**src/rtl/pwm_pkg.sv**
```systemverilog
// Shared definitions for the dead-time PWM gate driver.
//   DT_W_DEFAULT : default width of the dead_time input
//   pwm_state_e  : gate-driver FSM states
//   pwm_drive_t  : registered output bundle (hi, lo, dead, short_pulse)
//   drive_for()  : output decode for a given state
package pwm_pkg;

    localparam int DT_W_DEFAULT = 8;

    typedef enum logic [2:0] {
        OFF,
        LO_ON,
        DT_RISE,
        HI_ON,
        DT_FALL
    } pwm_state_e;

    typedef struct packed {
        logic hi;
        logic lo;
        logic dead;
        logic short_pulse;
    } pwm_drive_t;

    // Each gate is on in exactly one state, so hi and lo are never
    // decoded high together.
    function automatic pwm_drive_t drive_for(pwm_state_e s, logic short_flag);
        pwm_drive_t d;
        d.hi          = (s == HI_ON);
        d.lo          = (s == LO_ON);
        d.dead        = (s == DT_RISE) || (s == DT_FALL);
        d.short_pulse = short_flag;
        return d;
    endfunction

endpackage

```
**src/rtl/pwm_dt_counter.sv**
```systemverilog
// Loadable down-counter that times the dead interval.
//   clk, reset : clock, synchronous active-high reset (clears value)
//   load       : load load_val (priority over dec)
//   load_val   : interval length, already clamped to >= 1 by the caller
//   dec        : decrement by one
//   value      : current count
//   expire     : value == 1, i.e. this is the last dead cycle
module pwm_dt_counter #(
    parameter int DT_W = 8
) (
    input  logic            clk,
    input  logic            reset,
    input  logic            load,
    input  logic [DT_W-1:0] load_val,
    input  logic            dec,
    output logic [DT_W-1:0] value,
    output logic            expire
);

    always_ff @(posedge clk) begin
        if (reset) begin
            value <= '0;
        end else if (load) begin
            value <= load_val;
        end else if (dec && (value != '0)) begin
            // The zero guard keeps a stray dec from wrapping to all-ones.
            value <= value - DT_W'(1);
        end
    end

    assign expire = (value == DT_W'(1));

endmodule

```
**src/rtl/pwm_deadtime_gen.sv**
```systemverilog
// Complementary gate driver with programmable dead time.
//   clk, reset  : single clock, synchronous active-high reset
//   enable      : 0 forces both gates off on the next edge
//   pwm_in      : upstream PWM (same clock domain)
//   dead_time   : dead interval in cycles, 0 behaves as 1; latched per interval
//   pwm_hi      : high-side gate drive (registered)
//   pwm_lo      : low-side gate drive (registered)
//   dead_active : high during a dead interval (registered)
//   short_pulse : one-cycle flag when pwm_in reverted before the interval ended
module pwm_deadtime_gen
    import pwm_pkg::*;
#(
    parameter int DT_W = DT_W_DEFAULT
) (
    input  logic            clk,
    input  logic            reset,
    input  logic            enable,
    input  logic            pwm_in,
    input  logic [DT_W-1:0] dead_time,
    output logic            pwm_hi,
    output logic            pwm_lo,
    output logic            dead_active,
    output logic            short_pulse
);

    pwm_state_e      state, state_n;
    pwm_drive_t      drv_q;
    logic            short_n;
    logic            cnt_load, cnt_dec, cnt_expire;
    logic [DT_W-1:0] cnt_value;
    logic [DT_W-1:0] dt_load;

    assign dt_load = (dead_time == '0) ? DT_W'(1) : dead_time;

    pwm_dt_counter #(.DT_W(DT_W)) u_dt_counter (
        .clk      (clk),
        .reset    (reset),
        .load     (cnt_load),
        .load_val (dt_load),
        .dec      (cnt_dec),
        .value    (cnt_value),
        .expire   (cnt_expire)
    );

    always_ff @(posedge clk) begin
        if (reset) begin
            state <= OFF;
            drv_q <= '0;
        end else begin
            state <= state_n;
            // Outputs are decoded from the next state so they change on the
            // same edge as the state and never pass through combinational logic.
            drv_q <= drive_for(state_n, short_n);
        end
    end

    always_comb begin
        state_n  = state;
        cnt_load = 1'b0;
        cnt_dec  = 1'b0;
        short_n  = 1'b0;
        if (!enable) begin
            state_n = OFF;
        end else begin
            case (state)
                OFF: begin
                    // Leaving OFF into the high side still needs a full dead
                    // interval; the low side can be driven straight away.
                    if (pwm_in) begin
                        state_n  = DT_RISE;
                        cnt_load = 1'b1;
                    end else begin
                        state_n = LO_ON;
                    end
                end
                LO_ON: begin
                    if (pwm_in) begin
                        state_n  = DT_RISE;
                        cnt_load = 1'b1;
                    end
                end
                HI_ON: begin
                    if (!pwm_in) begin
                        state_n  = DT_FALL;
                        cnt_load = 1'b1;
                    end
                end
                DT_RISE: begin
                    // A reversal wins over expiry: the side we came from is
                    // re-driven and the aborted transition is flagged.
                    if (!pwm_in) begin
                        state_n = LO_ON;
                        short_n = 1'b1;
                    end else if (cnt_expire) begin
                        state_n = HI_ON;
                    end else begin
                        cnt_dec = 1'b1;
                    end
                end
                DT_FALL: begin
                    if (pwm_in) begin
                        state_n = HI_ON;
                        short_n = 1'b1;
                    end else if (cnt_expire) begin
                        state_n = LO_ON;
                    end else begin
                        cnt_dec = 1'b1;
                    end
                end
                default: state_n = OFF;
            endcase
        end
    end

    assign pwm_hi      = drv_q.hi;
    assign pwm_lo      = drv_q.lo;
    assign dead_active = drv_q.dead;
    assign short_pulse = drv_q.short_pulse;

endmodule

```
**config.mk**
```make
export PLATFORM = sky130hd
export DESIGN_NAME = pwm_deadtime_gen
export DESIGN_NICKNAME = d
export VERILOG_FILES = /design/src/rtl/pwm_pkg.sv /design/src/rtl/pwm_dt_counter.sv /design/src/rtl/pwm_deadtime_gen.sv
export SDC_FILE = /design/constraint.sdc
export NUM_CORES = 1
export LEC_CHECK = 0
export CORE_UTILIZATION = 55
export CTS_CLUSTER_SIZE = 12
export DETAILED_ROUTE_END_ITERATION = 12
export GPL_TIMING_DRIVEN = 0
export HOLD_SLACK_MARGIN = 0.12
export PLACE_DENSITY = 0.82
export SETUP_SLACK_MARGIN = 0.02
export SLEW_MARGIN = 10
export SYNTH_ARGS = -nofsm -noshare
export SYNTH_HDL_FRONTEND = slang
export SYNTH_SLANG_ARGS = --single-unit
```
**constraint.sdc**
```tcl
create_clock -name clk -period 4.7 [get_ports clk]
set_clock_uncertainty 0.2 [all_clocks]
set_input_delay 1.41 -clock clk [delete_from_list [all_inputs] [get_ports clk]]
set_output_delay 1.41 -clock clk [all_outputs]
set_load 0.03 [all_outputs]
```
==> metrics.cfg <==
[run_status]
result_of_the_run = finished clean

[critical_path]
regToRegSetupSlack_ns = 2.64
worst_setup_path_end_kind = register
cp.required_ns = 4.68
r2r_end = u_dt_counter.value[5]$_SDFFE_PP0P_
cp_cell_sequence = clkdlybuf4s50_1, buf_2, nand3b_4, a21oi_2, a311oi_1, a2111oi_1
worst_r2r_path_depth = 5
critPathMaxFanout = 10
worst-setup-path-type = in2reg
rr_startpoint = u_dt_counter.value[0]$_SDFFE_PP0P_
critical-path-slowest-cell = clkdlybuf4s50_1
critical_path.startpoint_type = primary input
critical_path_arrival_ns = 3.11
critPathMaxStageDelay_ns = 0.47

[cts]
numCtsBuffers = 3
insertion_delay_ns = 0.29
ctsHtreeMaxLevel = 1
cts_buffer_depth = 2
cts-root-buf = clkbuf_4
post_cts_resize_count = 0
postCtsHoldBufs = 0
clock-sinks = 15
worst_setup_hold_path_clk_slew_ns = 0.09
cts_tree = done
postCtsSetupRepairBufs = 0

[sta]
final_period_minus_worst_setup_slack_ns = 3.13
period_share_pct = 66.5
timing.slew.headroom_pct = 68.2
final_hold_viol_count = 0
finalMaxSlewViolations = 0
worst_pin_slew_ns = 0.476
final-setup-viol-count = 0
fmax_mhz = 320
rsz0062_at_grt = no
worst_slack_ns = 1.57
fin_setup_tns_ns = 0

[worst_hold_path]
worst_hold_startpoint = u_dt_counter.value[1]$_SDFFE_PP0P_
hold-path-endpoint = u_dt_counter.value[1]$_SDFFE_PP0P_
worstHoldPathType = reg2reg
timing.hold.worst_path_depth = 2

[grt]
antenna_found_initial = 0
grt.total_usage_pct = 27.9
vias_in_the_first_global_route = 892
grt_max_degree = 11
grt_overflow = 0
grt_pass1_wl_mm = 4.02

[placement]
hpwlAfterDp_mm = 1.68
total_of_buffers_placed_on_input_and_output_ports = 14
finalWeightedCongestion = 0.886
place_area_um2 = 1160
detailedPlace.worstSlack_ns = 1.32

[route]
route.detailed.wl_per_inst_um = 14.9
detailed_router_iteration_count_before_antenna_repair = 4
final_antenna_net_count = 0
post-route-drc-count = 0
wirelength_mm = 2.32
via_per_inst = 6.14
routed-via-count = 952
first_iter_violations = 28

[floorplanning]
die_x_um = 44.5
core_um2 = 1590
initial_utilization_pct = 62.2
design.die.area_um2 = 1980
floorplan.die.height_um = 44.5
placementRows = 14
design.portCount = 16

[logic_synthesis]
synthArstFlopShare_pct = 0
mappedNetlistNets = 127
synth_sequential_area_ratio_pct = 30.3
yosys_warnings = 0
postSynthRegisterBits = 15
synth_flop_cell = dfxtp_1
average_cell_area_after_synthesis_um2 = 8.78
mappedNetlistArea_um2 = 992
yosysUniqueCellTypes = 46
netlist_instances = 113
synth-edff-count = 0

[power_and_ir_drop]
fin_total_pwr_mw = 0.292
cellPowerDensity_nw_per_um2 = 246
cellLeakagePower_nw = 0.469
vdd.ir_drop.worst_v = 0.000186

[layout]
fin_area_um2 = 1190
antenna_cells = 0
area.growth.synth_to_final_pct = 19.8
drive_above_1_share_pct = 14.5
design.final.nets = 146
final_cell_mix = dfxtp_1, clkdlybuf4s50_1, nand2_1
layout.cells.most_common = dfxtp_1

[run]
drv.max_cap_violation_count = 0

-- state kept, by name, indices dropped and copies added, names as in the netlist --
signal,flops
pwm_hi,1
dead_active,1
short_pulse,1
state,3
u_dt_counter.value,8
pwm_lo,1
-- metal layers --
metal | global-route usage, % | wire, um | up-vias
met1 | 40.1 | 1070 | 449
met3 | 3.67 | 111 | 4
met2 | 41.2 | 1090 | 28
li1 | - | - | 471
met4 | 12.7 | 42 | 0
met5 | 0 | 0 | -
-- cell usage after synthesis (2+ instances only) --
library cell  number  share of area (%)
dfxtp_1           15                 30
nand2_1            8                3.0
a31oi_1            7                4.4
a21oi_1            5                2.5
inv_1              5                1.9
nor2b_1            5                3.2
nand2b_1           4                2.5
nor2_1             4                1.5
o311ai_0           4                3.5
and3_1             3                1.9
nor3_1             3                1.5
o21ai_0            3                1.5
or4_1              3                2.3
a2111oi_1          2                2.0
a32oi_1            2                1.8
and2_1             2                1.3
and3b_1            2                1.8
buf_2              2                1.0
buf_4              2                1.5
ha_1               2                2.5
nand3_1            2                1.0
nor3_4             2                3.3
o211ai_1           2                1.5
or2_2              2                1.3
-- worst max-delay path by stage --
stage	start	slack (ns)	end
after floorplan	dead_time[4]	1.94	u_dt_counter.value[0]$_SDFFE_PP0P_
after global placement	pwm_in	1.35	u_dt_counter.value[2]$_SDFFE_PP0P_
after detailed placement	pwm_in	1.32	u_dt_counter.value[2]$_SDFFE_PP0P_
after CTS	pwm_in	1.59	u_dt_counter.value[2]$_SDFFE_PP0P_
after global routing	pwm_in	1.38	u_dt_counter.value[2]$_SDFFE_PP0P_
final	pwm_in	1.57	u_dt_counter.value[2]$_SDFFE_PP0P_
-- metrics by stage --
step                      util (%)  std cells  hold slack (ns)
after detailed placement      72.9        151            0.349
final                         74.6        155            0.375
after CTS                     74.6        155            0.367
after global placement        72.9        151            0.330
after global routing          74.6        155            0.394
after floorplan                  -        113            0.312
-- cell type report --
cell class	instances	area, um^2
multi-input cells	88	644
fillers	141	405
flip-flops and latches	15	300
repair buffers	14	140
well taps	24	30.0
plain buffers	5	28.8
clock buffers	4	26.3
inverters	5	18.8
-- cells by family after synthesis --
family | count (synthesis) | synth area share (%)
and+or+nand+nor | 49 | 33.5
AOI/OAI and AO/OA | 36 | 28.0
DFF | 15 | 30.3
buffers and inverters | 10 | 4.79
adders and majority gates | 2 | 2.52
xor gates and xnor gates | 1 | 0.883
-- worst max-delay path: cells and delay by family --
kind,cells,cell delay [ns]
and+or+nand+nor,1,0.18
buffers and inverters,2,0.69
AOI/OAI and AO/OA,3,0.82
-- power breakdown --
| part | switching (mW) | internal (mW) | total (mW) |
|---|---|---|---|
| Clock | 0.0419 | 0.0330 | 0.0749 |
| Sequential | 0.00731 | 0.133 | 0.140 |
| Combinational | 0.0425 | 0.0345 | 0.0770 |
Power figures use the tool's default switching activity.
